File: src/rtl/disp_pkg.sv
// Shared constants and types for the multiplexed 7-segment display scan path.
package disp_pkg;

    localparam int NDIG = 4;

    // All anodes off (active-low).
    localparam logic [3:0] AN_OFF = 4'b1111;

    // Single-bit seed shifted by the digit index to form the one-hot anode pattern.
    localparam logic [3:0] AN_ONEHOT_BASE = 4'b0001;

    typedef logic [3:0] digit_t;

    typedef enum logic [1:0] {
        DIG0 = 2'd0,
        DIG1 = 2'd1,
        DIG2 = 2'd2,
        DIG3 = 2'd3
    } dig_idx_t;

    // Active-low one-hot-zero anode pattern for a digit index.
    function automatic logic [3:0] an_encode(input logic [1:0] idx);
        return ~(AN_ONEHOT_BASE << idx);
    endfunction

endpackage

File: src/rtl/display_scan_ctrl_if.sv
// Digit write port and scan outputs of the display scan controller.
interface display_scan_ctrl_if;
    import disp_pkg::*;

    logic   en;
    logic   wr_en;
    logic   [1:0] wr_addr;
    digit_t wr_data;

    digit_t a0;
    digit_t a1;
    digit_t a2;
    digit_t a3;
    logic   S1;
    logic   S0;
    logic   [3:0] AN;
    logic   frame_tick;

    // Driver side: enables the scan and writes digit values, observes the display drive.
    modport master (
        output en,
        output wr_en,
        output wr_addr,
        output wr_data,
        input  a0,
        input  a1,
        input  a2,
        input  a3,
        input  S1,
        input  S0,
        input  AN,
        input  frame_tick
    );

    // Controller side.
    modport slave (
        input  en,
        input  wr_en,
        input  wr_addr,
        input  wr_data,
        output a0,
        output a1,
        output a2,
        output a3,
        output S1,
        output S0,
        output AN,
        output frame_tick
    );

endinterface

File: src/rtl/display_scan_ctrl_tick_gen.sv
// Prescaler: one-cycle tick every DIV enabled clocks. Freezes (does not clear) while en=0.
module tick_gen #(
    parameter int DIV = 50000
) (
    input  logic clk,
    input  logic rst,
    input  logic en,
    output logic tick
);

    localparam int CW = $clog2(DIV) + 1;
    localparam logic [CW-1:0] LAST = CW'(DIV - 1);

    logic [CW-1:0] presc;

    // Terminal count only counts as a tick while enabled, so a frozen prescaler
    // sitting on LAST does not fire repeatedly.
    assign tick = en && (presc == LAST);

    // Count 0..DIV-1 and wrap while enabled; hold otherwise.
    always_ff @(posedge clk or posedge rst) begin
        if (rst) begin
            presc <= '0;
        end else if (en) begin
            if (presc == LAST) begin
                presc <= '0;
            end else begin
                presc <= presc + CW'(1);
            end
        end
    end

endmodule

File: src/rtl/display_scan_ctrl.sv
// Round-robin scan controller for a 4-digit multiplexed 7-segment display.
// Digit writes land in a shadow bank; the visible bank is swapped in only at the
// frame wrap so a frame never shows a mix of old and new digits.
//
//  state | meaning
//  ------+-----------------------------------------------
//  DIG0  | digit 0 slot, AN=1110, first slot of a frame
//  DIG1  | digit 1 slot, AN=1101
//  DIG2  | digit 2 slot, AN=1011
//  DIG3  | digit 3 slot, AN=0111; tick here commits bank
module display_scan_ctrl
    import disp_pkg::*;
#(
    parameter int DIV = 50000
) (
    input  logic                clk,
    input  logic                rst,
    display_scan_ctrl_if.slave  bus
);

    logic     tick;
    dig_idx_t idx;
    dig_idx_t idx_next;
    logic     commit;

    digit_t   shadow      [NDIG];
    digit_t   shadow_next [NDIG];
    digit_t   disp_q      [NDIG];
    logic [1:0] sel_q;
    logic [3:0] an_q;
    logic       frame_tick_q;

    tick_gen #(
        .DIV (DIV)
    ) u_tick_gen (
        .clk  (clk),
        .rst  (rst),
        .en   (bus.en),
        .tick (tick)
    );

    // Digit index state register.
    always_ff @(posedge clk or posedge rst) begin
        if (rst) begin
            idx <= DIG0;
        end else begin
            idx <= idx_next;
        end
    end

    // Advance one slot per tick; a tick leaving DIG3 is the frame boundary.
    always_comb begin
        idx_next = idx;
        commit   = 1'b0;
        if (tick) begin
            unique case (idx)
                DIG0: idx_next = DIG1;
                DIG1: idx_next = DIG2;
                DIG2: idx_next = DIG3;
                DIG3: begin
                    idx_next = DIG0;
                    commit   = 1'b1;
                end
                default: idx_next = DIG0;
            endcase
        end
    end

    // Shadow bank with this cycle's write folded in, so a write in the commit
    // cycle still makes it into the frame being committed.
    always_comb begin
        shadow_next = shadow;
        if (bus.wr_en) begin
            shadow_next[bus.wr_addr] = bus.wr_data;
        end
    end

    // Shadow bank register; last write to an address before commit wins.
    always_ff @(posedge clk or posedge rst) begin
        if (rst) begin
            for (int i = 0; i < NDIG; i++) begin
                shadow[i] <= '0;
            end
        end else begin
            shadow <= shadow_next;
        end
    end

    // Visible bank: swapped atomically at the frame boundary only.
    always_ff @(posedge clk or posedge rst) begin
        if (rst) begin
            for (int i = 0; i < NDIG; i++) begin
                disp_q[i] <= '0;
            end
        end else if (commit) begin
            disp_q <= shadow_next;
        end
    end

    // Registered mux select, anodes and frame pulse, all aligned to idx_next.
    always_ff @(posedge clk or posedge rst) begin
        if (rst) begin
            sel_q        <= 2'b00;
            an_q         <= AN_OFF;
            frame_tick_q <= 1'b0;
        end else begin
            sel_q        <= idx_next;
            an_q         <= bus.en ? an_encode(idx_next) : AN_OFF;
            frame_tick_q <= commit;
        end
    end

    assign bus.a0         = disp_q[0];
    assign bus.a1         = disp_q[1];
    assign bus.a2         = disp_q[2];
    assign bus.a3         = disp_q[3];
    assign bus.S1         = sel_q[1];
    assign bus.S0         = sel_q[0];
    assign bus.AN         = an_q;
    assign bus.frame_tick = frame_tick_q;

endmodule

File: src/flat_wrapper.sv
// flat-port wrapper written by rule: the top's interface ports become plain ports
module display_scan_ctrl_flat import disp_pkg::*;
#(
    parameter int DIV = 50000
)
  (clk, rst, bus_en, bus_wr_en, bus_wr_addr, bus_wr_data, bus_a0, bus_a1, bus_a2, bus_a3, bus_S1, bus_S0, bus_AN, bus_frame_tick);
  display_scan_ctrl_if bus_i ();
  input  logic clk;
  input  logic rst;
  input wire logic [$bits(bus_i.en)-1:0] bus_en;
  input wire logic [$bits(bus_i.wr_en)-1:0] bus_wr_en;
  input wire logic [$bits(bus_i.wr_addr)-1:0] bus_wr_addr;
  input wire logic [$bits(bus_i.wr_data)-1:0] bus_wr_data;
  output wire logic [$bits(bus_i.a0)-1:0] bus_a0;
  output wire logic [$bits(bus_i.a1)-1:0] bus_a1;
  output wire logic [$bits(bus_i.a2)-1:0] bus_a2;
  output wire logic [$bits(bus_i.a3)-1:0] bus_a3;
  output wire logic [$bits(bus_i.S1)-1:0] bus_S1;
  output wire logic [$bits(bus_i.S0)-1:0] bus_S0;
  output wire logic [$bits(bus_i.AN)-1:0] bus_AN;
  output wire logic [$bits(bus_i.frame_tick)-1:0] bus_frame_tick;
  assign bus_i.en = bus_en;
  assign bus_i.wr_en = bus_wr_en;
  assign bus_i.wr_addr = bus_wr_addr;
  assign bus_i.wr_data = bus_wr_data;
  assign bus_a0 = bus_i.a0;
  assign bus_a1 = bus_i.a1;
  assign bus_a2 = bus_i.a2;
  assign bus_a3 = bus_i.a3;
  assign bus_S1 = bus_i.S1;
  assign bus_S0 = bus_i.S0;
  assign bus_AN = bus_i.AN;
  assign bus_frame_tick = bus_i.frame_tick;
  display_scan_ctrl #(.DIV(DIV)) u_core (.clk(clk), .rst(rst), .bus(bus_i));
endmodule
File: config.mk
export PLATFORM = sky130hd
export DESIGN_NAME = display_scan_ctrl_flat
export DESIGN_NICKNAME = d
export VERILOG_FILES = /design/src/rtl/disp_pkg.sv /design/src/rtl/display_scan_ctrl_if.sv /design/src/rtl/display_scan_ctrl_tick_gen.sv /design/src/rtl/display_scan_ctrl.sv /design/src/flat_wrapper.sv
export SDC_FILE = /design/constraint.sdc
export NUM_CORES = 1
export LEC_CHECK = 0
export ABC_CLOCK_PERIOD_IN_PS = 4500
export CORE_UTILIZATION = 55
export CTS_CLUSTER_SIZE = 14
export DETAILED_ROUTE_END_ITERATION = 12
export PLACE_DENSITY = 0.79
export SLEW_MARGIN = 20
export SYNTH_ARGS = -nofsm -noshare
export SYNTH_HDL_FRONTEND = slang
export SYNTH_SLANG_ARGS = --single-unit
File: constraint.sdc
create_clock -name clk -period 4.5 [get_ports clk]
set_input_delay 0.9 -clock clk [delete_from_list [all_inputs] [get_ports clk]]
set_output_delay 0.9 -clock clk [all_outputs]
set_load 0.02 [all_outputs]
==> qor.yml <==
run:
  cap_violations: 0
timing:
  slew_violations: 0
  hold_viol_final: 0
  clock.fmax_mhz: 386
  fin_ws_ns: 1.91
  worstMarginPinSlew_ns: 0.928
  setup_tns_ns: 0
  setup_viol: 0
  period_share: 0.576
  fin_crit_ns: 2.59
  skew_ns: 0.0132
  rsz0062_at_grt: "false"
  slew-limit-headroom: 0.381
grt:
  globalRouteOverflowTotal: 0
  grt_start_max_net_pins: 57
  grt-busiest-layer: "met2"
  antenna_found_initial: 0
  use_met1: 0.255
  grt_use_total: 0.210
  grt_pass1_wl_um: 7880
  first_global_vias: 1661
  met3_usage: 0.0480
  grt.met2_usage: 0.361
power:
  p_per_area_mw_per_mm2: 332
  p_leak_uw: 0.00132
  combPwrFrac: 0.120
  power_frac_seq: 0.602
  vdd_ir_drop_max_mv: 0.225
  p_int_uw: 723
  switching_power_uw: 258
  clock_power_share: 0.279
  p_total_uw: 981
  p_sw_frac: 0.263
final_layout:
  finish.utilization: 0.679
  area_delta_synth_final_pct: 18.3
  fin_area_mm2: 0.00296
  nets: 237
  drive_above_1_share: 0.223
  diodes: 0
die:
  initial_core_util: 0.574
  dieArea_mm2: 0.00482
  core_mm2: 0.00435
  die_y_um: 69.4
  ios: 33
  die_w_um: 69.4
  rows: 24
placement:
  place.gp.congestion: 0.916
  io_buffers: 32
  preCtsSetupSlack_ns: 1.62
  dpl_cell_area_mm2: 0.00287
  dp_hpwl_um: 3200
yosys:
  avgSynthCellArea_um2: 13.4
  mappedNetlistNets: 201
  synth_warnings: 0
  synth_cell_types: 35
  syn_inst: 187
  synth-seq-area-share: 0.563
  synth_seq_cells: 56
  syn_area_mm2: 0.00250
route:
  avgViaCountPerCell: 5.72
  routed_wl_um: 4450
  drtIter0Drc: 81
  drc_errors: 0
  ant_nets: 0
  wl_per_cell_um: 16.1
  drt_pass1_iterations: 4
  vias: 1578
cts:
  cts-resized-gates: 0
  cts.sinks: 56
  cts-buffers-inserted: 5
  cts_tree: "done"
  htree_levels: 2
  clk_path_buf_depth: 2
  clk_root_buffer_cell: "clkbuf_8"
  post_cts_buffers: 0
  clk_pin_slew_ns: 0.09
  insertion_delay_ns: 0.31
  holdBufCountCts: 0
run_status:
  status: "finished, final reports clean"
setup_path:
  path_class: "input port to flop"
  endpoint_kind: "flop"
  crit_fanout: 17
  arrival_ns: 2.78
  critPathRequiredTime_ns: 4.69
  critPathLaunchType: "input port"
hold_path:
  hold_path_class: "flop to flop"
synthesized netlist by cell type:
library cell	number	share of area
nand2_1	10	0.015
or4b_4	1	0.0055
mux2i_1	4	0.016
mux2_4	10	0.060
nor4b_1	1	0.0035
xor2_1	3	0.011
and4_1	1	0.0035
nand2b_1	1	0.0025
a31oi_1	1	0.0025
nor4b_4	1	0.0095
dfstp_2	4	0.042
and3_1	5	0.013
o21ai_0	6	0.012
nand3b_1	3	0.0090
clkbuf_1	1	0.0015
nor2_1	11	0.017
nor3_1	5	0.010
mux2_2	23	0.10
inv_1	5	0.0075
nor3b_1	2	0.0060
nand4_1	6	0.015
ha_1	4	0.020
a21o_1	1	0.0030
nor4_1	4	0.010
nand3_1	2	0.0040
xnor2_1	10	0.035
nand4b_1	2	0.0070
dfrtp_1	52	0.52
or3_1	1	0.0025
buf_2	1	0.0020
nor4_4	1	0.0085
and3b_1	2	0.0070
buf_6	1	0.0045
nand4_4	1	0.0085
or4_1	1	0.0030
area by class of cell:
class,count,area (µm²)
Sequential cell,56,1410
Fill cell,315,1400
Multi-Input combinational cell,123,1050
Timing Repair Buffer,32,320
Clock buffer,5,68.8
Tap cell,52,65.1
Clock inverter,3,21.3
Inverter,5,20.0
per-layer routing:
metal  part of all wire  up-vias
met5                  0        -
met4              0.023        0
met3              0.038        9
met2               0.51       40
met1               0.43      789
li1                   -      740
critical path: stages:
cell and delay [ns]:
clkdlybuf4s50_1 0.80, nand3_1 0.20, nor4_1 0.57, nand2_1 0.16, xnor2_1 0.16
placed cells by master (no fill, tap or decap), types with 2 or more instances in the layout:
cell / count
dfrtp_1: 52
clkdlybuf4s50_1: 32
mux2_2: 23
nor2_1: 11
nand2_1: 10
mux2_4: 10
xnor2_1: 10
nand4_1: 6
o21ai_0: 6
nor3_1: 5
and3_1: 5
clkbuf_8: 5
nor4_1: 4
mux2i_1: 4
inv_1: 4
ha_1: 4
dfstp_2: 4
nand3b_1: 3
xor2_1: 3
nand4b_1: 2
nand3_1: 2
and3b_1: 2
nor3b_1: 2
clkinv_2: 2
stage by stage:
step	instances	hold WS, ns
final	276	0.502
after detailed placement	268	0.484
after CTS	276	0.508
after floorplan	187	0.466
after global routing	276	0.521
after global placement	268	0.477
power by group through the flow:
stage | combinational [µW] | clock (µW) | sequential [µW]
finish | 117 | 274 | 590
global placement | 112 | 0 | 596
global route | 131 | 303 | 596
floorplan | 89.4 | 0 | 589
detailed placement | 119 | 0 | 599
CTS | 119 | 282 | 590
path summary, 6_finish.rpt:
check                      slack, ns                                       to                                   start  cells past startpoint
max in group asynchronous       2.87             u_core.bus.a0[0]$_DFFE_PP0P_                                     rst                      2
setup reg to reg                2.19             u_core.bus.a3[1]$_DFFE_PP0P_  u_core.u_tick_gen.presc[0]$_DFFE_PP0P_                      5
hold reg to reg                 0.50               u_core.shadow[1]$_DFF_PP0_              u_core.shadow[1]$_DFF_PP0_                      1
hold / removal                  0.50               u_core.shadow[1]$_DFF_PP0_              u_core.shadow[1]$_DFF_PP0_                      1
min in group asynchronous       1.07             u_core.bus.a2[2]$_DFFE_PP0P_                                     rst                      2
setup / recovery                1.91  u_core.u_tick_gen.presc[11]$_DFFE_PP0P_                                  bus_en                      5
sequential cells by signal (all words and copies together) (netlist names):
name                     count
u_core.u_tick_gen.presc     17
u_core.bus.a0                4
u_core.bus.a2                4
u_core.shadow               16
u_core.bus.a3                4
u_core.bus.a1                4
u_core.bus.AN                4
u_core.bus.frame_tick        1
u_core.idx                   2
kinds of logic (layout without fill, tap and decap cells):
logic type	after synthesis	after routing	synth area share
AOI/OAI and AO/OA	8	8	0.0175
buffers and inverters	8	45	0.0155
xor gates and xnor gates	13	13	0.0455
DFF	56	56	0.563
adders and majority gates	4	4	0.0200
and+or+nand+nor	61	61	0.159
muxes	37	37	0.180
Note: power is estimated with default switching activity, not from simulation.
==> edit 1, RTL diff (same settings) <==
`DIV` is set to 50000 in 3 places; all go to 200000.
--- a/src/rtl/display_scan_ctrl_tick_gen.sv
+++ b/src/rtl/display_scan_ctrl_tick_gen.sv
@@ -1,5 +1,5 @@
 // Prescaler: one-cycle tick every DIV enabled clocks. Freezes (does not clear) while en=0.
 module tick_gen #(
-    parameter int DIV = 50000
+    parameter int DIV = 200000
 ) (
     input  logic clk,
--- a/src/rtl/display_scan_ctrl.sv
+++ b/src/rtl/display_scan_ctrl.sv
@@ -12,5 +12,5 @@
     import disp_pkg::*;
 #(
-    parameter int DIV = 50000
+    parameter int DIV = 200000
 ) (
     input  logic                clk,
--- a/src/flat_wrapper.sv
+++ b/src/flat_wrapper.sv
@@ -2,5 +2,5 @@
 module display_scan_ctrl_flat import disp_pkg::*;
 #(
-    parameter int DIV = 50000
+    parameter int DIV = 200000
 )
   (clk, rst, bus_en, bus_wr_en, bus_wr_addr, bus_wr_data, bus_a0, bus_a1, bus_a2, bus_a3, bus_S1, bus_S0, bus_AN, bus_frame_tick);
Behaviour: no difference found for any inputs over 10 cycles, from zero or initial values and one cycle with rst high; that may be too few to reach the edited logic, so the function may still have changed.
==> edit 1 against the unedited design <==
Routed wire length rose by 1.1%; cell count rose by 6.5%; sequential cell count is 2 higher; synthesized area increased by 1.1%; setup slack worse by 110 ps; power up 28%; sequential share of layout area shrank 1.2 points; design area up 6.1%.
==> edit 1: results (changes against the unedited design) <==
| Metric | Value |
|---|---|
| Status | complete, no violations |
| CTS HTree Levels | 3 (+1) |
| R2r endpoint | u_core.bus.a2[1]$_DFFE_PP0P_ |
| Inverters | 6 (+1) |
| Slew @ Worst Pin | 890.8 ps (-37.07 ps) |
| Worst-Skew Late Latency | 340 ps (+30 ps) |
| Global routing usage on met2 | 33.01% (-3.1 points) |
| DRT met1 WL | 2112 um (+9.8%) |
| Non-Filler Instances | 294 (+6.5%) |
| Clock network area share | 7.297% (+4.2 points) |
| DP Worst Slack | 1261 ps (-358.6 ps) |
| VDD IR max | 0.3495 mV (+55%) |
| Synth top area cells | dfrtp_1, mux2_2, dfstp_2 |
| R2R setup slack | 2150 ps (-40 ps) |
| Largest net degree at the start of global routing | 55 (-3.5%) |
| GRT Total Usage | 21.57% (+0.58 points) |
| GR Layer Usage met3 | 8.285% (+3.5 points) |
| Internal power | 0.9706 mW (+34%) |
| Number of CTS-inserted buffers | 9 (+4) |
| Area after DPL | 0.002897 sq mm (+1.1%) |
| Flip-flop and latch count | 58 (+3.6%) |
| Placed cells | 277 (+3.4%) |
| Static leakage | 1.414 nW (+6.9%) |
| Layout cells sized above 1 | 26.03% (+3.7 points) |
| Clock Skews | 8.676 ps (-4.556 ps) |
| Min-delay src | u_core.u_tick_gen.presc[18]$_DFFE_PP0P_ |
| DR iter-0 viols | 91 (+12%) |
| Multi-In Gates | 128 (+4.1%) |
| Met1 GRT Util | 27.50% (+2.0 points) |
| GP Congestion | 0.7580 (-17%) |
| Signal buffers share of area | 10.81% (-0.028 points) |
| Post-CTS resize count | 0 (unchanged) |
| Fraction of area in registers | 46.41% (-1.2 points) |
| Synth unique cells | 36 (+2.9%) |
| Sequential share of the synthesized area | 57.65% (+1.4 points) |
| CP max FO | 15 (-2) |
| Hold Path Sink | u_core.u_tick_gen.presc[18]$_DFFE_PP0P_ |
| Area growth syn-to-layout | 24.22% |
| Mean Syn Cell Area | 12.89 sq um (-3.6%) |
| Min Hold Slack | 466.8 ps (-34.75 ps) |
| DP HPWL | 3009 um (-6.0%) |
| Met2 wire length | 2106 um (-6.5%) |
| Fraction of area in multi-input gates | 32.66% (-3.0 points) |
| Synth cell count leaders | dfrtp_1, mux2_2, nor2_1 |
| # nets final | 251 (+5.9%) |
| WL met3 | 224 um (+33%) |
| RR Startpoint | u_core.u_tick_gen.presc[10]$_DFFE_PP0P_ |
| Post-Syn Area | 0.002526 sq mm (+1.1%) |
| Fill cells | 324 (+2.9%) |
-- edit 1: changes by cell type after synthesis, moves of 3 or more --
| cell | delta |
|---|---|
| xnor2_1 | -4 |
| o21ai_0 | -4 |
| nor4_1 | -3 |
| nand3_1 | +9 |
| mux2_4 | -10 |
| a21oi_1 | +3 |
| xor2_1 | +5 |
| mux2_2 | +12 |
-- edit 1: power groups by stage --
stage / logic, mW / clock network [mW] / registers (mW)
floorplan: 0.0799 / 0 / 0.603
global placement: 0.104 / 0 / 0.608
detailed placement: 0.108 / 0 / 0.609
CTS: 0.109 / 0.556 / 0.601
global route: 0.120 / 0.581 / 0.606
finish: 0.108 / 0.549 / 0.601
-- edit 1: worst max-delay path by stage --
stage | end | cells past startpoint | start | slack, ps
finish | u_core.u_tick_gen.presc[17]$_DFFE_PP0P_ | 5 | bus_en | 1800
floorplan | u_core.bus.a0[0]$_DFFE_PP0P_ | 1 | rst | 2180
detailed placement | u_core.bus.a0[3]$_DFFE_PP0P_ | 4 | bus_en | 1260
global placement | u_core.bus.a3[0]$_DFFE_PP0P_ | 4 | bus_en | 1310
CTS | u_core.bus.a0[3]$_DFFE_PP0P_ | 4 | bus_en | 1640
global route | u_core.u_tick_gen.presc[17]$_DFFE_PP0P_ | 5 | bus_en | 1670
-- edit 1: kinds of logic (layout without fill, tap and decap cells) --
| kind of cell | after synthesis | count (layout) | share of synthesized area [%] |
|---|---|---|---|
| and+or+nand+nor | 64 | 64 | 15.11 |
| DFF | 58 | 58 | 57.65 |
| muxes | 38 | 38 | 16.79 |
| xor gates and xnor gates | 14 | 14 | 4.854 |
| buffers and inverters | 10 | 56 | 1.783 |
| AOI/OAI and AO/OA | 8 | 8 | 1.832 |
| adders and majority gates | 4 | 4 | 1.981 |
==> edit 2, RTL diff (same settings) <==
Made on the original files. Make the reset (`rst`) synchronous in 5 clocked blocks.
--- a/src/rtl/display_scan_ctrl_tick_gen.sv
+++ b/src/rtl/display_scan_ctrl_tick_gen.sv
@@ -19,5 +19,5 @@
 
     // Count 0..DIV-1 and wrap while enabled; hold otherwise.
-    always_ff @(posedge clk or posedge rst) begin
+    always_ff @(posedge clk) begin
         if (rst) begin
             presc <= '0;
--- a/src/rtl/display_scan_ctrl.sv
+++ b/src/rtl/display_scan_ctrl.sv
@@ -41,5 +41,5 @@
 
     // Digit index state register.
-    always_ff @(posedge clk or posedge rst) begin
+    always_ff @(posedge clk) begin
         if (rst) begin
             idx <= DIG0;
@@ -77,5 +77,5 @@
 
     // Shadow bank register; last write to an address before commit wins.
-    always_ff @(posedge clk or posedge rst) begin
+    always_ff @(posedge clk) begin
         if (rst) begin
             for (int i = 0; i < NDIG; i++) begin
@@ -88,5 +88,5 @@
 
     // Visible bank: swapped atomically at the frame boundary only.
-    always_ff @(posedge clk or posedge rst) begin
+    always_ff @(posedge clk) begin
         if (rst) begin
             for (int i = 0; i < NDIG; i++) begin
@@ -99,5 +99,5 @@
 
     // Registered mux select, anodes and frame pulse, all aligned to idx_next.
-    always_ff @(posedge clk or posedge rst) begin
+    always_ff @(posedge clk) begin
         if (rst) begin
             sel_q        <= 2'b00;
Behaviour: differs if rst is asserted again (counterexample within 4 cycles, from zero or initial values and one cycle with rst high); with rst held inactive, the same outputs for 10 cycles.
==> edit 2 against the unedited design <==
Sequential cell count did not move; die area fell by 2.8%; routed wire length fell by 2.0%; highest routed layer unchanged; synthesized cell count rose by 26%; first-iteration DRC count rose by 8.6%; critical endpoint is now u_core.bus.a1[0]$_SDFFE_PP0P_; largest cell class is now multi-input gates; via count rose by 7.6%; synthesized area fell by 2.9%; setup slack got worse by 100 ps; design area fell by 2.0%; cell count rose by 15%.
Power is not compared: it rests on default switching activity, and its combinational part moved more than twofold at a synthesized area within 25%.
==> edit 2: results (changes against the unedited design) <==
| Metric | Value |
|---|---|
| Min Hold Slack | 517.1 ps (+15.54 ps) |
| Synth unique cells | 39 (+11%) |
| Finished Cell Area | 0.002897 sq mm (-2.0%) |
| Post-Syn Nets | 249 (+24%) |
| Post-synthesis mux area share | 17.31% (-0.66 points) |
| DP HPWL | 3048 um (-4.8%) |
| Maximum cell stage delay along the critical path | 670 ps (-130 ps) |
| CP max FO | 17 (unchanged) |
| Slew @ Worst Pin | 544.4 ps (-383.4 ps) |
| Hold Path Sink | u_core.shadow[13]$_SDFF_PP0_ |
| Non-Filler Instances | 318 (+15%) |
| Worst endpoint data arrival time | 2900 ps (+120 ps) |
| DP Worst Slack | 1466 ps (-152.8 ps) |
| Sequential share of the synthesized area | 46.16% (-10 points) |
| Global-route wire length before repair | 6955 um (-12%) |
| Share of flip-flops with an asynchronous set or reset | 0% (-100 points) |
| Synth top area cells | dfxtp_1, mux2i_1, mux2_2 |
| Critical path endpoint | u_core.bus.a1[0]$_SDFFE_PP0P_ |
| Layout cells sized above 1 | 14.93% (-7.4 points) |
| Post-Synth XOR/XNOR Area | 5.049% (+0.49 points) |
| DR iter-0 viols | 88 (+8.6%) |
| WL final | 4359 um (-2.0%) |
| RR Startpoint | u_core.u_tick_gen.presc[0]$_SDFFE_PP0P_ |
| Number of global-route vias before repair | 1,563 (-5.9%) |
| R2R setup slack | 2470 ps (+280 ps) |
| GR Layer Usage met3 | 5.000% (+0.20 points) |
| GP Congestion | 0.8792 (-4.0%) |
| Hold path depth | 2 (+1) |
| Met1 GRT Util | 24.26% (-1.3 points) |
| Synth cell count leaders | dfxtp_1, nor2_1, mux2i_1 |
| Final WS setup | 1806 ps (-101.6 ps) |
| Min-delay src | u_core.shadow[13]$_SDFF_PP0_ |
| Area after DPL | 0.002775 sq mm (-3.1%) |
| Clock Skews | 9.119 ps (-4.113 ps) |
| Prevailing post-synth register cell | dfxtp_1 |
| Global routing usage on met2 | 34.93% (-1.2 points) |
| Status | complete, no violations |
| Synth Area in Adders | 2.061% (+0.059 points) |
| Mean Syn Cell Area | 10.33 sq um (-23%) |
edit 2: cell count changes after synthesis, sizes merged, moves of 16 or more:
cell   before  now
dfrtp      52    0
dfxtp       0   56
mux2       33   16
mux2i       4   24
nor2       11   36
nor2b       0   16
edit 2: final cells by class:
cell class / count / area share, %
Clock inverter: 2 / 1.339
Timing Repair Buffer: 33 / 11.32
Tap cell: 50 / 2.160
Inverter: 4 / 0.5184
Multi-Input combinational cell: 167 / 43.11
Clock buffer: 6 / 2.851
Sequential cell: 56 / 38.70
edit 2: layer usage:
metal  up-vias  share of wire (%)
met5         -                  0
met4         0                1.6
met3         7                3.9
met2        32                 48
met1       775                 47
li1        884                  -
edit 2: tightest hold or removal path, stage by stage, from the launching register on:
cell and delay, ps:
dfxtp_1 320, mux2i_1 60, nor2_1 110
edit 2: report_power, final:
part | internal (mW) | total, mW | switching, mW
Combinational | 0.0189 | 0.0436 | 0.0246
Clock | 0.182 | 0.339 | 0.157
Sequential | 0.502 | 0.506 | 0.00335
